===== config.mk =====
export PLATFORM = sky130hd
export DESIGN_NAME = result_collector_flat
export DESIGN_NICKNAME = d
export VERILOG_FILES = /design/src/rtl/result_collector_if.sv /design/src/rtl/result_collector.sv /design/src/flat_wrapper.sv
export SDC_FILE = /design/constraint.sdc
export NUM_CORES = 1
export LEC_CHECK = 0
export ABC_AREA = 1
export CAP_MARGIN = 20
export CORE_MARGIN = 1
export CORE_UTILIZATION = 55
export CTS_CLUSTER_DIAMETER = 120
export CTS_CLUSTER_SIZE = 14
export DETAILED_ROUTE_END_ITERATION = 8
export MAX_ROUTING_LAYER = met4
export PLACE_DENSITY = 0.8
export SLEW_MARGIN = 20
export SYNTH_ARGS = -nofsm -noshare
export SYNTH_HDL_FRONTEND = slang
export SYNTH_SLANG_ARGS = --single-unit

===== constraint.sdc =====
create_clock -name clk -period 4.8 [get_ports clk]
set_input_delay 1.44 -clock clk [delete_from_list [all_inputs] [get_ports clk]]
set_output_delay 1.44 -clock clk [all_outputs]
set_load 0.02 [all_outputs]

===== src/rtl/result_collector_if.sv =====
// Result collector bus: pipeline tap, consumer valid/ack port, status.
interface result_collector_if #(
  parameter int WIDTH = 32,
  parameter int CNT_W = 4
);
  logic             input_valid;
  logic [WIDTH-1:0] result;
  logic             result_ready;
  logic [WIDTH-1:0] out_data;
  logic             out_valid;
  logic             out_ack;
  logic [CNT_W-1:0] outstanding;
  logic             overflow_err;
  logic             unexpected_err;
  logic             timeout_err;
  logic             clear_err;

  modport master (
    input  input_valid, result, result_ready,
    input  out_ack, clear_err,
    output out_data, out_valid, outstanding,
    output overflow_err, unexpected_err, timeout_err
  );

  modport slave (
    output input_valid, result, result_ready,
    output out_ack, clear_err,
    input  out_data, out_valid, outstanding,
    input  overflow_err, unexpected_err, timeout_err
  );
endinterface


===== src/rtl/result_collector.sv =====
// Buffers pipeline results in a FIFO and tracks in-flight work.
// Optional watchdog enabled by defining RESULT_TIMEOUT_EN.
module result_collector #(
  parameter int WIDTH   = 32,
  parameter int DEPTH   = 4,
  parameter int CNT_W   = 4,
  parameter int TIMEOUT = 64
) (
  input logic clk,
  input logic reset,
  result_collector_if.master bus
);
  localparam int AW = $clog2(DEPTH);
  localparam int PW = AW + 1;
  localparam logic [CNT_W-1:0] CMAX = '1;

  logic             iv_q;
  logic             issue_q;
  logic [CNT_W-1:0] cnt;
  logic [CNT_W-1:0] cnt_nxt;
  logic             sat_hit;
  logic             unexp;
  logic             to_set;

  logic [WIDTH-1:0] mem [DEPTH];
  logic [PW-1:0]    wptr;
  logic [PW-1:0]    rptr;
  logic             empty;
  logic             full;
  logic             pop;
  logic             do_push;
  logic             drop;

  logic ovf_q;
  logic unx_q;
  logic to_q;

  // issue_q is the registered 0->1 edge of the held issue strobe
  always_ff @(posedge clk or posedge reset) begin
    if (reset) begin
      iv_q    <= 1'b0;
      issue_q <= 1'b0;
    end else begin
      iv_q    <= bus.input_valid;
      issue_q <= bus.input_valid & ~iv_q;
    end
  end

  always_comb begin
    cnt_nxt = cnt;
    sat_hit = 1'b0;
    if (issue_q && !bus.result_ready) begin
      if (cnt == CMAX) sat_hit = 1'b1;
      else cnt_nxt = cnt + CNT_W'(1);
    end else if (!issue_q && bus.result_ready) begin
      if (cnt != '0) cnt_nxt = cnt - CNT_W'(1);
    end
  end

  assign unexp = bus.result_ready && (cnt == '0);

  always_ff @(posedge clk or posedge reset) begin
    if (reset) cnt <= '0;
    else       cnt <= cnt_nxt;
  end

  assign empty = (wptr == rptr);
  assign full  = (wptr[AW] != rptr[AW]) &&
                 (wptr[AW-1:0] == rptr[AW-1:0]);
  assign pop     = !empty && bus.out_ack;
  assign do_push = bus.result_ready && (!full || pop);
  assign drop    = bus.result_ready && full && !pop;

  always_ff @(posedge clk or posedge reset) begin
    if (reset) begin
      wptr <= '0;
      rptr <= '0;
    end else begin
      if (do_push) wptr <= wptr + PW'(1);
      if (pop)     rptr <= rptr + PW'(1);
    end
  end

  // Push into a full FIFO reuses the slot the head is leaving
  always_ff @(posedge clk) begin
    if (do_push) mem[wptr[AW-1:0]] <= bus.result;
  end

`ifdef RESULT_TIMEOUT_EN
  localparam int TW = $clog2(TIMEOUT + 1);
  logic [TW-1:0] wd;
  logic          wd_clr;

  assign wd_clr = bus.result_ready || (cnt == '0);
  assign to_set = !wd_clr && (wd == TW'(TIMEOUT - 1));

  always_ff @(posedge clk or posedge reset) begin
    if (reset)                     wd <= '0;
    else if (wd_clr)               wd <= '0;
    else if (wd != TW'(TIMEOUT))   wd <= wd + TW'(1);
  end
`else
  logic unused_timeout;
  assign unused_timeout = |TIMEOUT;
  assign to_set = 1'b0;
`endif

  // A new error event wins over a simultaneous clear
  always_ff @(posedge clk or posedge reset) begin
    if (reset) begin
      ovf_q <= 1'b0;
      unx_q <= 1'b0;
      to_q  <= 1'b0;
    end else begin
      ovf_q <= (ovf_q & ~bus.clear_err) | sat_hit | drop;
      unx_q <= (unx_q & ~bus.clear_err) | unexp;
      to_q  <= (to_q  & ~bus.clear_err) | to_set;
    end
  end

  assign bus.out_valid      = !empty;
  assign bus.out_data       = empty ? '0 : mem[rptr[AW-1:0]];
  assign bus.outstanding    = cnt;
  assign bus.overflow_err   = ovf_q;
  assign bus.unexpected_err = unx_q;
  assign bus.timeout_err    = to_q;
endmodule


===== src/flat_wrapper.sv =====
// flat-port wrapper written by rule: the top's interface ports become plain ports
module result_collector_flat 
#(
  parameter int WIDTH   = 32,
  parameter int DEPTH   = 4,
  parameter int CNT_W   = 4,
  parameter int TIMEOUT = 64
)
  (clk, reset, bus_input_valid, bus_result, bus_result_ready, bus_out_ack, bus_clear_err, bus_out_data, bus_out_valid, bus_outstanding, bus_overflow_err, bus_unexpected_err, bus_timeout_err);
  result_collector_if #(.WIDTH(WIDTH), .CNT_W(CNT_W)) bus_i ();
  input logic clk;
  input logic reset;
  input wire logic [$bits(bus_i.input_valid)-1:0] bus_input_valid;
  input wire logic [$bits(bus_i.result)-1:0] bus_result;
  input wire logic [$bits(bus_i.result_ready)-1:0] bus_result_ready;
  input wire logic [$bits(bus_i.out_ack)-1:0] bus_out_ack;
  input wire logic [$bits(bus_i.clear_err)-1:0] bus_clear_err;
  output wire logic [$bits(bus_i.out_data)-1:0] bus_out_data;
  output wire logic [$bits(bus_i.out_valid)-1:0] bus_out_valid;
  output wire logic [$bits(bus_i.outstanding)-1:0] bus_outstanding;
  output wire logic [$bits(bus_i.overflow_err)-1:0] bus_overflow_err;
  output wire logic [$bits(bus_i.unexpected_err)-1:0] bus_unexpected_err;
  output wire logic [$bits(bus_i.timeout_err)-1:0] bus_timeout_err;
  assign bus_i.input_valid = bus_input_valid;
  assign bus_i.result = bus_result;
  assign bus_i.result_ready = bus_result_ready;
  assign bus_i.out_ack = bus_out_ack;
  assign bus_i.clear_err = bus_clear_err;
  assign bus_out_data = bus_i.out_data;
  assign bus_out_valid = bus_i.out_valid;
  assign bus_outstanding = bus_i.outstanding;
  assign bus_overflow_err = bus_i.overflow_err;
  assign bus_unexpected_err = bus_i.unexpected_err;
  assign bus_timeout_err = bus_i.timeout_err;
  result_collector #(.WIDTH(WIDTH), .DEPTH(DEPTH), .CNT_W(CNT_W), .TIMEOUT(TIMEOUT)) u_core (.clk(clk), .reset(reset), .bus(bus_i));
endmodule

==> qor.json, run 1 <==
{
  "syn_avg_cell_area": {"value": 11.8, "unit": "um^2"},
  "mappedNetlistArea": {"value": 5860, "unit": "um^2"},
  "area_growth_syn_to_layout": {"value": 25.1, "unit": "%"},
  "worst-path-max-fanout": {"value": 65},
  "synth_sequential_area_ratio": {"value": 72.0, "unit": "%"},
  "max_clock_freq": {"value": 224, "unit": "MHz"},
  "critical_setup_path_class": {"value": "register to output pin"},
  "die-height": {"value": 105, "unit": "um"},
  "post_drt_wl_per_cell": {"value": 16.7, "unit": "um"},
  "cp_data_arrival_time": {"value": 3.03, "unit": "ns"},
  "irDropWorstVdd": {"value": 0.366, "unit": "mV"},
  "initial_core_util": {"value": 56.8, "unit": "%"},
  "grt_util_all_layers": {"value": 23.8, "unit": "%"},
  "rr_worst_depth": {"value": 7},
  "number_of_warnings_issued_by_yosys": {"value": 0},
  "worst_slew_slack_as_a_fraction_of_its_limit": {"value": 50.0, "unit": "%"},
  "dr_total_vias": {"value": 3979},
  "drv_cap": {"value": 0},
  "worstSetupEndpointType": {"value": "output pin"},
  "final.min_clock_period": {"value": 4.47, "unit": "ns"},
  "worst-r2r-setup-slack": {"value": 2.26, "unit": "ns"},
  "grt_antenna_before_repair": {"value": 0},
  "timing.final.crit_share": {"value": 93.0, "unit": "%"},
  "die_w": {"value": 105, "unit": "um"},
  "critical_path.reg2reg.endpoint": {"value": "u_core.mem[0][3]"},
  "setup_viol": {"value": 0},
  "holdCritPathClass": {"value": "register to register"},
  "grt_remaining_overflow": {"value": 0},
  "num_rows": {"value": 37},
  "first_global_vias": {"value": 3922},
  "firstDrtPassIters": {"value": 5},
  "cell_area_after_placement": {"value": 6790, "unit": "um^2"},
  "synth_seq_cells": {"value": 143},
  "post_drt_via_cell_ratio": {"value": 5.48},
  "grt_pass1_wl": {"value": 19.4, "unit": "mm"},
  "crit_buf_inv": {"value": 4},
  "synth_top_cell_area_share": {"value": 65.6, "unit": "%"},
  "syn_inst": {"value": 495},
  "design.final.nets": {"value": 624},
  "clk_root_buffer_cell": {"value": "sky130_fd_sc_hd__clkbuf_8"},
  "timing.hold.worst_endpoint": {"value": "u_core.issue_q"},
  "hold_viol_final": {"value": 0},
  "insertedDiodeCount": {"value": 0},
  "antenna_left": {"value": 0},
  "globalplace.congestion": {"value": 0.839},
  "critPathMaxStageDelay": {"value": 0.62, "unit": "ns"},
  "grt_max_degree": {"value": 66},
  "cts_max_path_buffers": {"value": 2},
  "run_status": {"value": "complete, no violations"},
  "num_clock_sinks": {"value": 143},
  "slew_viol_final": {"value": 0},
  "timing.final.ws_setup": {"value": 0.334, "unit": "ns"},
  "timing.critical_path.slowest_stage_cell": {"value": "sky130_fd_sc_hd__dfrtp_2"},
  "boundaryPins": {"value": 78},
  "routed_wirelength": {"value": 12.1, "unit": "mm"},
  "cts_buffers": {"value": 17},
  "rr_startpoint": {"value": "u_core.rptr[0]"},
  "worst_hold_path.num_cells": {"value": 1},
  "ys_top_cells_by_area": {"value": "sky130_fd_sc_hd__edfxtp_1 (66%), sky130_fd_sc_hd__dfrtp_1 (6.4%), sky130_fd_sc_hd__o21ai_0 (5.6%)"},
  "worst_clock_skew": {"value": 0.0101, "unit": "ns"},
  "clk_transition_reported_paths": {"value": 0.06, "unit": "ns"},
  "synth_nets": {"value": 541},
  "type_of_origin_of_the_critical_path": {"value": "register"},
  "area_of_the_placeable_core": {"value": 10300, "unit": "um^2"},
  "h-tree-depth": {"value": 4},
  "floorplan.die_area": {"value": 11100, "unit": "um^2"},
  "preCtsSetupSlack": {"value": 0.919, "unit": "ns"},
  "p_per_area": {"value": 712, "unit": "nW/um^2"},
  "list_of_cells_traversed_by_the_critical_path": {"value": "inv_2 -> buf_4 -> o21ai_0 -> o22ai_1 -> nand2_1 -> inv_1 -> clkdlybuf4s50_1"},
  "crit_family": {"value": "buffers and inverters"},
  "synth_top_area_cell": {"value": "sky130_fd_sc_hd__edfxtp_1"},
  "drt_drc_violations_left": {"value": 0},
  "port-buffer-count": {"value": 77},
  "post_dp_hpwl": {"value": 7.37, "unit": "mm"},
  "1st_iter_drt_viols": {"value": 252},
  "power.static_leakage": {"value": 0.00285, "unit": "uW"},
  "holdBufCountCts": {"value": 0},
  "post-route-cell-area": {"value": 7330, "unit": "um^2"},
  "rsz0062_at_grt": {"value": "no"},
  "clock_latency": {"value": 0.51, "unit": "ns"},
  "cts_repair_resize_count": {"value": 0},
  "post_cts_buffers": {"value": 0},
  "timing_worst_slew_pin_value": {"value": 0.747, "unit": "ns"},
  "tns": {"value": 0, "unit": "ns"},
  "post_route_cells_drive_above_1_share": {"value": 7.97, "unit": "%"},
  "holdCritStartpoint": {"value": "u_core.iv_q"},
  "total_power": {"value": 5220, "unit": "uW"},
  "cts_tree": {"value": "yes"},
  "yosysUniqueCellTypes": {"value": 21},
  "required": {"value": 3.36, "unit": "ns"}
}
registers in the layout, summed over array words and instances, names as in the netlist:
register,count
u_core.bus.outstanding,4
u_core.wptr,3
u_core.mem,128
u_core.iv_q,1
u_core.issue_q,1
u_core.bus.timeout_err,1
u_core.bus.unexpected_err,1
u_core.bus.overflow_err,1
u_core.rptr,3
routing by layer:
metal / GRT usage [%] / routed length (um) / up-vias
met2: 39.8 / 6410 / 139
li1: - / - / 1879
met3: 4.58 / 611 / 17
met4: 9.46 / 165 / 0
met1: 28.9 / 4940 / 1944
met5: - / 0 / -
layout by cell type (no fill, tap or decap):
master and count:
sky130_fd_sc_hd__ha_1 7, sky130_fd_sc_hd__edfxtp_1 128, sky130_fd_sc_hd__bufinv_16 2, sky130_fd_sc_hd__clkinvlp_4 2, sky130_fd_sc_hd__buf_4 10, sky130_fd_sc_hd__nor2b_1 1, sky130_fd_sc_hd__fa_1 1, sky130_fd_sc_hd__nor2_2 1
sky130_fd_sc_hd__nand2_1 73, sky130_fd_sc_hd__nor2_1 70, sky130_fd_sc_hd__clkdlybuf4s50_1 77, sky130_fd_sc_hd__nand4_1 1, sky130_fd_sc_hd__inv_2 2, sky130_fd_sc_hd__xor2_1 3, sky130_fd_sc_hd__o21ai_0 66, sky130_fd_sc_hd__nand2_2 3
sky130_fd_sc_hd__clkinv_2 3, sky130_fd_sc_hd__o22ai_1 32, sky130_fd_sc_hd__a21oi_1 1, sky130_fd_sc_hd__clkinv_1 5, sky130_fd_sc_hd__clkinv_4 2, sky130_fd_sc_hd__inv_1 49, sky130_fd_sc_hd__clkbuf_8 1, sky130_fd_sc_hd__dfrtp_1 14
sky130_fd_sc_hd__nand3_1 15, sky130_fd_sc_hd__dfrtp_2 1, sky130_fd_sc_hd__clkbuf_16 16, sky130_fd_sc_hd__nor2_4 4
cells in the mapped netlist:
cell and n:
sky130_fd_sc_hd__o21ai_0 66, sky130_fd_sc_hd__fa_1 1, sky130_fd_sc_hd__inv_1 50, sky130_fd_sc_hd__edfxtp_1 128, sky130_fd_sc_hd__nor2_1 74, sky130_fd_sc_hd__nand3_1 15, sky130_fd_sc_hd__a21oi_1 1, sky130_fd_sc_hd__nor2b_1 1
sky130_fd_sc_hd__buf_2 8, sky130_fd_sc_hd__nand4_1 1, sky130_fd_sc_hd__dfrtp_1 15, sky130_fd_sc_hd__xor2_1 3, sky130_fd_sc_hd__ha_1 7, sky130_fd_sc_hd__nor2_2 1, sky130_fd_sc_hd__o22ai_1 32, sky130_fd_sc_hd__nand2_1 73
sky130_fd_sc_hd__nand2_2 3, sky130_fd_sc_hd__buf_6 3, sky130_fd_sc_hd__buf_1 1, sky130_fd_sc_hd__inv_2 1, sky130_fd_sc_hd__clkbuf_1 11
cell families after synthesis:
family                   Yosys count  share of synthesized area, %
AND/OR/NAND/NOR                  168                          11.3
AO/OA/AOI/OAI                     99                          9.13
adder cells (fa/ha/maj)            8                          1.84
buffers and inverters             74                          5.29
flip-flops                       143                          72.0
XOR/XNOR                           3                         0.448
worst max-delay path by stage:
stage,slack (ns),startpoint,endpoint,cells past startpoint
after CTS,0.31,u_core.rptr[0],bus_out_data[29],7
after global routing,0.07,u_core.rptr[0],bus_out_data[29],7
after global placement,1.02,u_core.rptr[0],bus_out_data[0],7
final,0.33,u_core.rptr[0],bus_out_data[29],7
after floorplan,1.31,bus_out_ack,u_core.mem[0][0],4
after detailed placement,0.92,u_core.rptr[0],bus_out_data[15],7
metrics by stage:
| stage | hold slack, ns | utilization (%) | cells |
|---|---|---|---|
| floorplan | 0.376 | - | 495 |
| detailed placement | 0.390 | 65.8 | 695 |
| finish | 0.393 | 71.0 | 726 |
| global placement | 0.384 | 65.8 | 695 |
| global route | 0.403 | 71.0 | 726 |
| CTS | 0.398 | 71.0 | 726 |
power breakdown:
group,switching (uW),internal [uW]
combinational,1350,873
sequential,152,1640
clock,479,724
total,1980,3240
layout make-up:
type                       instances  area (um^2)
sequential                       143         4220
timing repair buffer              87          846
fill                             693         2990
multi-input combinational        278         1360
tap                              136          170
clock buffer                      17          414
inverter                          51          191
clock inverter                    14          126
Note: power is estimated with default switching activity, not from simulation.
==> run 2, diff against run 1 <==
--- a/config.mk
+++ b/config.mk
@@ -7,6 +7,7 @@
 export LEC_CHECK = 0
 export ABC_AREA = 1
 export CAP_MARGIN = 20
+export CORE_ASPECT_RATIO = 1.25
 export CORE_MARGIN = 1
 export CORE_UTILIZATION = 55
 export CTS_CLUSTER_DIAMETER = 120
==> run 2 against run 1 <==
Clock skew down 0.0052 ns. Power up 2.4%. Via count rose by 0.53%. Design area increased by 0.56%. Worst hold slack gained 0.00085 ns. Worst setup slack gained 0.086 ns. Final cell count fell by 0.96%. Critical endpoint is now bus_out_data[12]. Register-to-register slack got worse by 0.05 ns. Critical path depth unchanged. Sequential power about the same. Die area is essentially flat. Global-route usage increased by 0.52 points.
==> qor.json, run 2 (same netlist as run 1, synthesis figures left out) <==
{
  "run_status": {"value": "complete, no violations", "change": "unchanged"},
  "globalplace.congestion": {"value": 0.771, "change": "was 0.839"},
  "worst_slew_slack_as_a_fraction_of_its_limit": {"value": 45.8, "unit": "%", "change": "was 50.0%"},
  "type_of_origin_of_the_critical_path": {"value": "register", "change": "unchanged"},
  "most-common-layout-cells": {"value": "sky130_fd_sc_hd__edfxtp_1 (128), sky130_fd_sc_hd__clkdlybuf4s50_1 (77), sky130_fd_sc_hd__nand2_1 (73)", "change": "unchanged"},
  "grt_max_degree": {"value": 66, "change": "unchanged"},
  "floorplan.die_area": {"value": 11100, "unit": "um^2", "change": "about the same"},
  "1st_iter_drt_viols": {"value": 290, "change": "was 252"},
  "post_dp_hpwl": {"value": 7.20, "unit": "mm", "change": "was 7.37 mm"},
  "dr_total_vias": {"value": 4000, "change": "was 3979"},
  "final.min_clock_period": {"value": 4.38, "unit": "ns", "change": "was 4.47 ns"},
  "crit_family": {"value": "buffers and inverters", "change": "unchanged"},
  "drv_cap": {"value": 0, "change": "unchanged"},
  "timing_worst_slew_pin_value": {"value": 0.811, "unit": "ns", "change": "was 0.747 ns"},
  "critical_path.reg2reg.endpoint": {"value": "u_core.mem[0][8]", "change": "was u_core.mem[0][3]"},
  "grt_util_all_layers": {"value": 24.4, "unit": "%", "change": "was 23.8%"},
  "grt_pass1_wl": {"value": 19.2, "unit": "mm", "change": "was 19.4 mm"},
  "post_drt_via_cell_ratio": {"value": 5.56, "change": "was 5.48"},
  "worst-r2r-setup-slack": {"value": 2.21, "unit": "ns", "change": "was 2.26 ns"},
  "boundaryPins": {"value": 78, "change": "unchanged"},
  "cts_max_path_buffers": {"value": 2, "change": "unchanged"},
  "worstSetupEndpoint": {"value": "bus_out_data[12]", "change": "was bus_out_data[29]"},
  "setup.worst_path.start": {"value": "u_core.rptr[0]", "change": "unchanged"},
  "holdCritPathClass": {"value": "register to register", "change": "unchanged"},
  "worst_clock_skew": {"value": 0.00493, "unit": "ns", "change": "was 0.0101 ns"},
  "crit_buf_inv": {"value": 4, "change": "unchanged"},
  "leading_cell_type_in_the_layout_fill_and_taps_excluded": {"value": "sky130_fd_sc_hd__edfxtp_1", "change": "unchanged"},
  "rr_worst_depth": {"value": 7, "change": "unchanged"},
  "hold_viol_final": {"value": 0, "change": "unchanged"},
  "routed_wirelength": {"value": 12.3, "unit": "mm", "change": "was 12.1 mm"},
  "port-buffer-count": {"value": 77, "change": "unchanged"},
  "cp_data_arrival_time": {"value": 2.94, "unit": "ns", "change": "was 3.03 ns"},
  "rr_startpoint": {"value": "u_core.rptr[0]", "change": "unchanged"},
  "p_per_area": {"value": 725, "unit": "nW/um^2", "change": "was 712 nW/um^2"},
  "worst-path-max-fanout": {"value": 65, "change": "unchanged"},
  "clk_transition_reported_paths": {"value": 0.06, "unit": "ns", "change": "about the same"},
  "required": {"value": 3.36, "unit": "ns", "change": "about the same"},
  "n_fill_cell": {"value": 657, "change": "was 693"},
  "list_of_cells_traversed_by_the_critical_path": {"value": "inv_2 -> buf_4 -> o21ai_0 -> o22ai_1 -> nand2_1 -> inv_1 -> clkdlybuf4s50_1", "change": "unchanged"},
  "cts_buffers": {"value": 17, "change": "unchanged"},
  "power.static_leakage": {"value": 0.00288, "unit": "uW", "change": "was 0.00285 uW"},
  "clk_root_buffer_cell": {"value": "sky130_fd_sc_hd__clkbuf_16", "change": "was sky130_fd_sc_hd__clkbuf_8"},
  "die-height": {"value": 117, "unit": "um", "change": "was 105 um"},
  "clock_latency": {"value": 0.42, "unit": "ns", "change": "was 0.51 ns"},
  "max_clock_freq": {"value": 228, "unit": "MHz", "change": "was 224 MHz"},
  "firstDrtPassIters": {"value": 5, "change": "unchanged"},
  "holdBufCountCts": {"value": 0, "change": "unchanged"},
  "path_depth": {"value": 7, "change": "unchanged"},
  "timing.critical_path.slowest_stage_cell": {"value": "sky130_fd_sc_hd__dfrtp_2", "change": "unchanged"},
  "cts_repair_resize_count": {"value": 0, "change": "unchanged"},
  "largest_register_ff_count": {"value": 128, "change": "unchanged"},
  "die_w": {"value": 94.4, "unit": "um", "change": "was 105 um"},
  "fin_hold_ws": {"value": 0.394, "unit": "ns", "change": "was 0.393 ns"},
  "rsz0062_at_grt": {"value": "no", "change": "unchanged"},
  "critPathMaxStageDelay": {"value": 0.60, "unit": "ns", "change": "was 0.62 ns"},
  "grt_antenna_before_repair": {"value": 0, "change": "unchanged"},
  "slew_viol_final": {"value": 0, "change": "unchanged"},
  "cts_tree": {"value": "yes", "change": "unchanged"},
  "antenna_left": {"value": 0, "change": "unchanged"},
  "irDropWorstVdd": {"value": 0.471, "unit": "mV", "change": "was 0.366 mV"},
  "setup_viol": {"value": 0, "change": "unchanged"},
  "post_cts_buffers": {"value": 0, "change": "unchanged"},
  "post_route_cells_drive_above_1_share": {"value": 8.64, "unit": "%", "change": "was 7.97%"},
  "grt_remaining_overflow": {"value": 0, "change": "unchanged"},
  "area_of_the_placeable_core": {"value": 10200, "unit": "um^2", "change": "was 10300 um^2"},
  "worstSetupEndpointType": {"value": "output pin", "change": "unchanged"},
  "timing.final.crit_share": {"value": 91.2, "unit": "%", "change": "was 93.0%"},
  "num_rows": {"value": 41, "change": "was 37"},
  "first_global_vias": {"value": 3886, "change": "was 3922"},
  "area_growth_syn_to_layout": {"value": 25.8, "unit": "%", "change": "was 25.1%"},
  "post_drt_wl_per_cell": {"value": 17.1, "unit": "um", "change": "was 16.7 um"},
  "num_clock_sinks": {"value": 143, "change": "unchanged"},
  "tns": {"value": 0, "unit": "ns", "change": "unchanged"},
  "initial_core_util": {"value": 57.4, "unit": "%", "change": "was 56.8%"},
  "critical_setup_path_class": {"value": "register to output pin", "change": "unchanged"},
  "design.final.nets": {"value": 623, "change": "was 624"},
  "drt_drc_violations_left": {"value": 0, "change": "unchanged"},
  "h-tree-depth": {"value": 4, "change": "unchanged"},
  "insertedDiodeCount": {"value": 0, "change": "unchanged"}
}
run 2: cell count changes in the layout (fill, tap and decap cells not counted), sizes merged:
| cell | before | now |
|---|---|---|
| bufinv | 2 | 3 |
| buf | 10 | 9 |
| clkinv | 10 | 9 |
| clkbuf | 17 | 18 |
run 2: where the power goes:
group	leakage (uW)	internal (uW)	switching [uW]	total (uW)
clock	0.000290	815	497	1310
combinational	0.00123	871	1370	2240
sequential	0.00136	1640	147	1790
run 2: per-stage QoR:
stage | utilization, % | area [um^2] | std cells | power, uW | setup WS [ns]
floorplan | - | 5860 | 495 | 3140 | 1.31
global placement | 66.4 | 6780 | 687 | 3970 | 1.02
detailed placement | 66.4 | 6780 | 687 | 4050 | 0.967
CTS | 72.2 | 7370 | 719 | 5370 | 0.421
global route | 72.2 | 7370 | 719 | 5640 | 0.168
finish | 72.2 | 7370 | 719 | 5350 | 0.420
run 2: worst min path at each step:
stage | from | to | slack, ns | cells after the start
floorplan | u_core.iv_q | u_core.issue_q | 0.38 | 1
global placement | u_core.iv_q | u_core.issue_q | 0.39 | 1
detailed placement | u_core.iv_q | u_core.issue_q | 0.39 | 1
CTS | u_core.iv_q | u_core.issue_q | 0.40 | 1
global route | u_core.iv_q | u_core.issue_q | 0.42 | 1
finish | u_core.iv_q | u_core.issue_q | 0.39 | 1
run 2: routing by layer:
metal  up-vias  track usage, %  wire, um
met2       172            38.2      6340
met4         0            11.4       366
met3        31            6.29       843
li1       1878               -         -
met1      1919            29.3      4750
met5         -               -         0
run 2: cell type report:
| type | instances | area (um^2) | share of cell area (%) |
|---|---|---|---|
| Sequential cell | 143 | 4220 | 57.2 |
| Clock inverter | 14 | 169 | 2.29 |
| Clock buffer | 18 | 429 | 5.82 |
| Timing Repair Buffer | 86 | 838 | 11.4 |
| Inverter | 51 | 191 | 2.60 |
| Tap cell | 129 | 161 | 2.19 |
| Multi-Input combinational cell | 278 | 1360 | 18.5 |
run 2: worst register-to-register path: stages, from the launching register on:
cell and delay (ns):
sky130_fd_sc_hd__dfrtp_2 0.69, sky130_fd_sc_hd__nand2_1 0.10, sky130_fd_sc_hd__nand2_1 0.09, sky130_fd_sc_hd__nor2_2 0.04, sky130_fd_sc_hd__nand2_1 0.16, sky130_fd_sc_hd__nand2_2 0.21
sky130_fd_sc_hd__nor2_4 0.64, sky130_fd_sc_hd__buf_4 0.35
